===== src/rtl/id_ex_stage_pkg.sv =====
// Shared core definitions: ALU op codes and the ID/EX pipeline bundle.
// Decode, ID/EX and EX/MEM all import this package.
package id_ex_stage_pkg;

  localparam int DATA_W = 32;

  localparam logic [3:0] ALU_ADD  = 4'd0;
  localparam logic [3:0] ALU_SUB  = 4'd1;
  localparam logic [3:0] ALU_SLL  = 4'd2;
  localparam logic [3:0] ALU_SLT  = 4'd3;
  localparam logic [3:0] ALU_SLTU = 4'd4;
  localparam logic [3:0] ALU_XOR  = 4'd5;
  localparam logic [3:0] ALU_SRL  = 4'd6;
  localparam logic [3:0] ALU_SRA  = 4'd7;
  localparam logic [3:0] ALU_OR   = 4'd8;
  localparam logic [3:0] ALU_AND  = 4'd9;

  typedef struct packed {
    logic              valid;
    logic [DATA_W-1:0] pc;
    logic [4:0]        rs1;
    logic [4:0]        rs2;
    logic [DATA_W-1:0] rs1_data;
    logic [DATA_W-1:0] rs2_data;
    logic [DATA_W-1:0] imm;
    logic [4:0]        rd;
    logic [3:0]        alu_ctrl;
    logic              use_imm;
    logic              reg_we;
    logic              mem_read;
    logic              mem_write;
  } id_ex_t;

endpackage


===== src/rtl/id_ex_stage_fwd_mux.sv =====
// Operand bypass: MEM result beats WB result beats register file data.
// x0 is hardwired to zero and never takes a bypass.
module fwd_mux #(
  parameter int W = 32
) (
  input  logic [4:0]   i_rs,
  input  logic [W-1:0] i_rs_data,
  input  logic         i_mem_we,
  input  logic [4:0]   i_mem_rd,
  input  logic [W-1:0] i_mem_data,
  input  logic         i_wb_we,
  input  logic [4:0]   i_wb_rd,
  input  logic [W-1:0] i_wb_data,
  output logic [W-1:0] o_fwd
);

  logic w_nz;
  logic w_mem_hit;
  logic w_wb_hit;

  assign w_nz      = (i_rs != 5'd0);
  assign w_mem_hit = i_mem_we & (i_mem_rd == i_rs) & w_nz;
  assign w_wb_hit  = i_wb_we & (i_wb_rd == i_rs) & w_nz;

  always_comb begin
    o_fwd = i_rs_data;
    if (w_mem_hit)
      o_fwd = i_mem_data;
    else if (w_wb_hit)
      o_fwd = i_wb_data;
  end

endmodule


===== src/rtl/id_ex_stage.sv =====
// ID/EX pipeline register with MEM/WB operand forwarding
// and single-bubble load-use interlock.
module id_ex_stage
  import id_ex_stage_pkg::*;
#(
  parameter int XLEN  = DATA_W,
  parameter int CNT_W = 16
) (
  input  logic             clk,
  input  logic             rst_n,
  input  logic             id_valid,
  output logic             id_ready,
  input  logic [XLEN-1:0]  id_pc,
  input  logic [XLEN-1:0]  id_rs1_data,
  input  logic [XLEN-1:0]  id_rs2_data,
  input  logic [XLEN-1:0]  id_imm,
  input  logic [4:0]       id_rs1,
  input  logic [4:0]       id_rs2,
  input  logic [4:0]       id_rd,
  input  logic             id_uses_rs1,
  input  logic             id_uses_rs2,
  input  logic [3:0]       id_alu_ctrl,
  input  logic             id_use_imm,
  input  logic             id_reg_we,
  input  logic             id_mem_read,
  input  logic             id_mem_write,
  input  logic             ex_ready,
  input  logic             flush,
  input  logic             mem_fwd_we,
  input  logic [4:0]       mem_fwd_rd,
  input  logic [XLEN-1:0]  mem_fwd_data,
  input  logic             wb_fwd_we,
  input  logic [4:0]       wb_fwd_rd,
  input  logic [XLEN-1:0]  wb_fwd_data,
  output logic             ex_valid,
  output logic [XLEN-1:0]  alu_a,
  output logic [XLEN-1:0]  alu_b,
  output logic [3:0]       alu_ctrl,
  output logic [XLEN-1:0]  ex_store_data,
  output logic [XLEN-1:0]  ex_pc,
  output logic [4:0]       ex_rd,
  output logic             ex_reg_we,
  output logic             ex_mem_read,
  output logic             ex_mem_write,
  output logic [CNT_W-1:0] bubble_count
);

  id_ex_t           r_q;
  id_ex_t           w_id;
  logic [CNT_W-1:0] r_cnt;
  logic             w_rs1_hit;
  logic             w_rs2_hit;
  logic             w_lu_hazard;
  logic [XLEN-1:0]  w_fwd1;
  logic [XLEN-1:0]  w_fwd2;

  always_comb begin
    w_id           = '0;
    w_id.valid     = id_valid;
    w_id.pc        = id_pc;
    w_id.rs1       = id_rs1;
    w_id.rs2       = id_rs2;
    w_id.rs1_data  = id_rs1_data;
    w_id.rs2_data  = id_rs2_data;
    w_id.imm       = id_imm;
    w_id.rd        = id_rd;
    w_id.alu_ctrl  = id_alu_ctrl;
    w_id.use_imm   = id_use_imm;
    w_id.reg_we    = id_reg_we;
    w_id.mem_read  = id_mem_read;
    w_id.mem_write = id_mem_write;
  end

  assign w_rs1_hit   = id_uses_rs1 & (id_rs1 == r_q.rd);
  assign w_rs2_hit   = id_uses_rs2 & (id_rs2 == r_q.rd);
  assign w_lu_hazard = r_q.valid & r_q.mem_read & (r_q.rd != 5'd0)
                     & (w_rs1_hit | w_rs2_hit);

  assign id_ready = ex_ready & ~w_lu_hazard & ~flush;

  // Flush outranks stall; a hazard bubbles without touching the fields.
  always_ff @(posedge clk or negedge rst_n) begin
    if (!rst_n) begin
      r_q   <= '0;
      r_cnt <= '0;
    end else if (flush) begin
      r_q.valid <= 1'b0;
    end else if (!ex_ready) begin
      r_q <= r_q;
    end else if (w_lu_hazard) begin
      r_q.valid <= 1'b0;
      if (r_cnt != '1)
        r_cnt <= r_cnt + 1'b1;
    end else begin
      r_q <= w_id;
    end
  end

  fwd_mux #(.W(XLEN)) u_fwd_rs1 (
    .i_rs       (r_q.rs1),
    .i_rs_data  (r_q.rs1_data),
    .i_mem_we   (mem_fwd_we),
    .i_mem_rd   (mem_fwd_rd),
    .i_mem_data (mem_fwd_data),
    .i_wb_we    (wb_fwd_we),
    .i_wb_rd    (wb_fwd_rd),
    .i_wb_data  (wb_fwd_data),
    .o_fwd      (w_fwd1)
  );

  fwd_mux #(.W(XLEN)) u_fwd_rs2 (
    .i_rs       (r_q.rs2),
    .i_rs_data  (r_q.rs2_data),
    .i_mem_we   (mem_fwd_we),
    .i_mem_rd   (mem_fwd_rd),
    .i_mem_data (mem_fwd_data),
    .i_wb_we    (wb_fwd_we),
    .i_wb_rd    (wb_fwd_rd),
    .i_wb_data  (wb_fwd_data),
    .o_fwd      (w_fwd2)
  );

  assign ex_valid      = r_q.valid;
  assign alu_a         = w_fwd1;
  assign alu_b         = r_q.use_imm ? r_q.imm : w_fwd2;
  assign alu_ctrl      = r_q.alu_ctrl;
  assign ex_store_data = w_fwd2;
  assign ex_pc         = r_q.pc;
  assign ex_rd         = r_q.rd;
  assign ex_reg_we     = r_q.valid & r_q.reg_we;
  assign ex_mem_read   = r_q.valid & r_q.mem_read;
  assign ex_mem_write  = r_q.valid & r_q.mem_write;
  assign bubble_count  = r_cnt;

endmodule


===== config.mk =====
export PLATFORM = sky130hd
export DESIGN_NAME = id_ex_stage
export DESIGN_NICKNAME = d
export VERILOG_FILES = /design/src/rtl/id_ex_stage_pkg.sv /design/src/rtl/id_ex_stage_fwd_mux.sv /design/src/rtl/id_ex_stage.sv
export SDC_FILE = /design/constraint.sdc
export NUM_CORES = 1
export LEC_CHECK = 0
export CAP_MARGIN = 20
export CORE_MARGIN = 2
export CORE_UTILIZATION = 40
export DETAILED_ROUTE_END_ITERATION = 12
export DONT_BUFFER_PORTS = 1
export PLACE_DENSITY_LB_ADDON = 0.25
export SETUP_SLACK_MARGIN = 0.05
export SLEW_MARGIN = 5
export SYNTH_ARGS = -nofsm -noshare
export SYNTH_HDL_FRONTEND = slang
export SYNTH_SLANG_ARGS = --single-unit

===== constraint.sdc =====
create_clock -name clk -period 6.3 [get_ports clk]
set_clock_uncertainty 0.15 [all_clocks]
set_input_delay 0 -clock clk [delete_from_list [all_inputs] [get_ports clk]]
set_output_delay 0 -clock clk [all_outputs]
set_load 0.01 [all_outputs]

* Word-level counts from Yosys, hierarchy flattened *
Index checks and enable logic that the tools add are counted.
Widths: inputs -> output; s select.

storage, ports and cells
  word-level logic and storage cells = 57
  register bits after elaboration = 168
  output and inout port bits = 158
  input bits = 234

operators by class
  add/sub/neg operators = 1
  reductions and logical operators = 6
  bitwise logic cells = 20
  muxes and demuxes = 9
  equal/unequal tests = 7

operator list
  cell                   count
  $mux 32                5
  $mux 152               1
  $mux 151               1
  $eq 5x5->1             6
  $and 1x1->1            17
  $add 16x1->16 const B  1
  $ne 16x16->1 const B   1
  $reduce_bool 5->1      3
  $reduce_and 4->1       1
  $reduce_and 3->1       1
  $mux 1                 2
  $not 1->1              2
  $reduce_bool 2->1      1
  $or 1x1->1             1

* Longest topological paths before layout *
  depth in word-level cells = 7
  depth in mapped cells = 8
  mapped depth without buffers = 6

* Modules after synthesis *
From an unflattened synthesis, not the netlist that was laid out.

unflattened totals
  cells, all modules = 892
  area total of the unflattened synthesis = 9907.0 µm²

modules (own cells, without submodules)
  module       area each (µm²)  cells an instance  times used
  id_ex_stage  7699.9           496                1
  fwd_mux      1103.6           198                2

* Worst setup path before layout *
OpenSTA, ideal clock, no wires.

  kind = register to register
  from = register r_q (netlist bit ex_rd[0])
  to = register r_q[86] (netlist name)
  setup slack = 3.996 ns
  required time = 6.023 ns
  period minus slack after synthesis = 2.304 ns
  arrival time = 2.027 ns
  buffers on the path = 3
  library setup time = 0.127 ns
  stages on the path, launching flop included = 8
  path through = dfrtp_1 > or4_1 > o21a_1 > a21boi_1 > buf_2 > buf_6 > buf_6 > mux2_1

between the ends
  word-level cells in the longest chain between the ends = 6
  elaborated cells between the ends (all ways) = 10
  those cells by class = eq/ne (2); bitwise (6); reduce/logical (2)

ends and longest elaborated chain
  what                                   RTL line                              RTL
  from (decl)                            id_ex_stage.sv:48                     id_ex_t r_q;
  from (signal assigned)                 id_ex_stage.sv:89                     r_q <= r_q;
  from (signal assigned)                 id_ex_stage.sv:95                     r_q <= w_id;
  $eq 5x5->1, on equally long branches   id_ex_stage.sv:74, id_ex_stage.sv:75
  $and 1x1->1, on equally long branches  id_ex_stage.sv:74, id_ex_stage.sv:75
  $or 1x1->1                             id_ex_stage.sv:77                     & (w_rs1_hit | w_rs2_hit);
  $and 1x1->1 *                          id_ex_stage.sv:77
  $not 1->1 (no line) *                  --
  $reduce_and 3->1 (no line) *           --

Every way passes the cells marked *; elsewhere a longest branch is shown, timed or not.
A chain may end at the register's enable or synchronous reset.

* Final worst setup path *
  from = register r_q[112] (netlist name)
  to = output alu_b[0]

between the ends
  word-level cells in the longest chain between the ends = 6
  elaborated cells between the ends (all ways) = 10
  those cells by class = eq/ne (2); mux (3); bitwise (4); reduce/logical (1)

ends and longest elaborated chain
  what                        RTL line                   RTL
  $eq 5x5->1                  id_ex_stage_fwd_mux.sv:23  assign w_wb_hit = i_wb_we & (i_wb_rd == i_rs) & w_nz;
  $and 1x1->1 (2 in series)   id_ex_stage_fwd_mux.sv:23
  $mux 32                     id_ex_stage_fwd_mux.sv:29  else if (w_wb_hit)
  $mux 32 *                   id_ex_stage_fwd_mux.sv:27  if (w_mem_hit)
  named net ex_store_data[0]  id_ex_stage.sv:39          output logic [XLEN-1:0] ex_store_data,
  $mux 32 *                   id_ex_stage.sv:125         assign alu_b = r_q.use_imm ? r_q.imm : w_fwd2;
  to (decl)                   id_ex_stage.sv:37          output logic [XLEN-1:0] alu_b,

Mark *: on every way through the listed nets, which the timed path passes. The rest lies on a longest branch.

==> impl_metrics.csv <==
group,metric,value,unit
outcome,status,"finished, final reports clean",
clock_tree,h-tree-depth,4,
synth,synthXorXnorAreaFrac,0.0436,
placed_design,dpl_cell_area,8890,µm²
synth,ys_warn_count,0,
finish,multi_input_area,4230,µm²
route,vias,6789,
timing,clock.fmax,278,MHz
synth,ys_seq_elements,168,
power,power_leakage,4.30,nW
timing,layout_worst_path_cycle_share,0.571,
timing,rsz0062_at_grt,"false",
clock_tree,clkSinkCount,168,
grt,antenna_found_initial,2,
placed_design,dp_hpwl,20000,µm
clock_tree,clockBufferDepth,2,
synth,yosysSeqAreaShare,0.466,
floorplan,die_w,154,µm
route,wl_per_cell,24.5,µm
power,worst_ir_drop_vdd,0.000146,V
critical_path,arrival,3.45,ns
synth,synth_top_family_by_area,"multiplexers",
critical_path,r2r_setup_slack,2.87,ns
critical_path,cp_num_buf_inv,1,
finish,final_nets,1132,
clock_tree,cts_tree,"done",
critical_path,endpoint_kind,"output pin",
finish,syn_to_final_growth,24.7,%
timing,fin_ws,2.70,ns
grt,grt_pass1_vias,7524,
critical_path,critical-path-max-stage-delay,0.60,ns
grt,grt_pass1_wl,44700,µm
synth,synth-edff-count,0,
critical_path,worstSetupPathType,"flop to output pin",
synth,yosysTopAreaCellShare,0.466,
synth,syn_nets,1021,
timing,final.setup.tns,0,ns
synth,synthTopCellsByArea,"dfrtp_1 (47%), mux2_2 (13%), mux2_1 (9.9%)",
worst_hold_path,hold_path.class,"input port to output pin",
route,routed_wl,29200,µm
critical_path,required,6.15,ns
finish,fillerInstances,1883,
floorplan,core-area,22000,µm²
synth,yosys-top-cells-count,"dfrtp_1 (168), mux2_2 (105), mux2_1 (79)",
clock_tree,cts_hold_buffers,175,
route,dr.pass1.iters,5,
flow_run,drv_cap,0,
critical_path,cp_max_fo,18,
clock_tree,cts_buffers,17,
synth,synth_simple_gate_area_frac,0.0870,
floorplan,dieArea,23800,µm²
timing,finalHoldViolCount,0,
placed_design,gp_congestion,0.820,
floorplan,rows,54,
synth,yosysTopAreaCell,"dfrtp_1",
timing,maxSlewViolCount,0,
timing,tightest_slew,0.922,ns
grt,overflow,0,
route,antenna_left,0,
synth,syn_inst,786,
placed_design,place_ws,3.07,ns
timing,setup_viol,0,
finish,final_area,11300,µm²
finish,final_layout_size_suffix_gt1_frac,0.175,
synth,syn_area_per_cell,11.5,µm²
finish,regArea,4200,µm²
synth,async_flop_share,1.00,
floorplan,floorplan.initialDensity,0.411,
critical_path,crit_family,"compound AO/OA/AOI/OAI gates",
critical_path,slowest_stage,"or4_4",
route,drt_iter0_drc,315,
floorplan,io_pins,392,
synth,syn-cell-area,9030,µm²
clock_tree,clkTransAtPathRegs,0.08,ns
synth,synth.most_common_cell,"dfrtp_1",
clock_tree,postCtsSetupBuffers,0,
grt,grt_util_all_layers,0.245,
route,drc,0,
synth,ys.flop_type,"dfrtp_1",
clock_tree,cts_root_buffer,"clkbuf_16",
placed_design,portBuffers,0,
synth,synthAdderAreaFrac,0.00139,
synth,yosysUniqueCellTypes,39,
clock_tree,cts-resized-gates,0,
clock_tree,insertion_delay,0.43,ns
timing,max-slew-margin-rel,0.385,
floorplan,die_h,154,µm
critical_path,crit_path_start_kind,"flop",
power,p_per_area,274,nW/µm²
grt,grt_max_degree,169,
finish,utilization,0.513,
synth,synth_mux_area_frac,0.265,
synth,synth_compound_area_frac,0.0671,
critical_path,critical_path.cell_chain,"or4_4, o211ai_2, buf_4, o21ai_0, a31oi_1, mux2_2",
route,via_per_inst,5.70,
timing,layout_min_cycle_time,3.60,ns
-- layout by cell type (no fill, tap or decap), types with 2 or more instances in the layout --
cell           synthesis  layout
dlygate4sd3_1          0     174
nor3_1                34      34
dfrtp_1              168     168
nand2_1               39      39
nand3_1               41      41
o211a_1                2       2
o21ai_0               38      38
mux2_1                79      79
nand4b_1               2       2
nor4_4                 0       2
or4_1                  2       2
a31oi_1               32      32
inv_8                  0       7
and4_1                 2       2
nor2_1                 4       4
inv_6                  0       2
mux2i_1               32      32
xnor2_1               41      41
clkinv_8               0       3
buf_4                 41      14
o21ai_1               26      26
diode_2                0       2
xor2_1                 4       4
and2_1                 3       3
mux2_2               105     105
and3_1                 6       6
clkbuf_16              0      17
clkinvlp_4             0       2
nand4_1               13      13
-- metrics by stage --
step	std cells	power, mW	hold WS [ns]
floorplan	786	1.84	-0.446
global placement	983	1.91	-0.441
detailed placement	983	1.94	-0.441
CTS	1190	3.11	0.00369
global route	1191	3.24	0.0150
finish	1192	3.08	0.00495
-- path summary, 6_finish.rpt --
check / endpoint / cells past startpoint / startpoint
max in group asynchronous: r_q[51] / 2 / rst_n
worst min register to register: r_q[40] / 1 / r_q[40]
worst max-delay path: alu_b[0] / 6 / r_q[112]
min in group asynchronous: bubble_count[3] / 2 / rst_n
worst max register to register: r_q[62] / 7 / ex_rd[0]
worst min-delay path: alu_a[28] / 2 / mem_fwd_data[28]
-- layer usage --
layer,vias to the layer above,wire (µm),global-route usage
met4,0,688,0.0869
met5,-,0,0
li1,3013,-,-
met1,3358,11300,0.284
met2,381,14800,0.432
met3,37,2480,0.0726
-- power by group --
part | internal, mW | switching [mW] | leakage (nW)
registers | 1.22 | 0.122 | 2.01
clock network | 0.537 | 0.512 | 0.286
logic | 0.310 | 0.381 | 2.00
-- sequential cells by signal (all words and copies together) (netlist names) --
register      flops
bubble_count     16
r_q             110
alu_ctrl          4
ex_pc            32
ex_valid          1
ex_rd             5
-- cell families after synthesis --
| group | count (synthesis) |
|---|---|
| multiplexers | 216 |
| flip-flops | 168 |
| AND/OR/NAND/NOR | 153 |
| AO/OA/AOI/OAI | 105 |
| buffers and inverters | 98 |
| XOR/XNOR | 45 |
| adder cells (fa/ha/maj) | 1 |
-- layout make-up --
type | count | area share
clock buffers | 17 | 0.0378
repair buffers | 189 | 0.166
multi-input cells | 520 | 0.375
well taps | 280 | 0.0311
clock inverters | 15 | 0.0150
diodes | 2 | 0.000444
flip-flops and latches | 168 | 0.373
inverters | 1 | 0.000333
No activity file was read; power rests on OpenSTA's default activity.
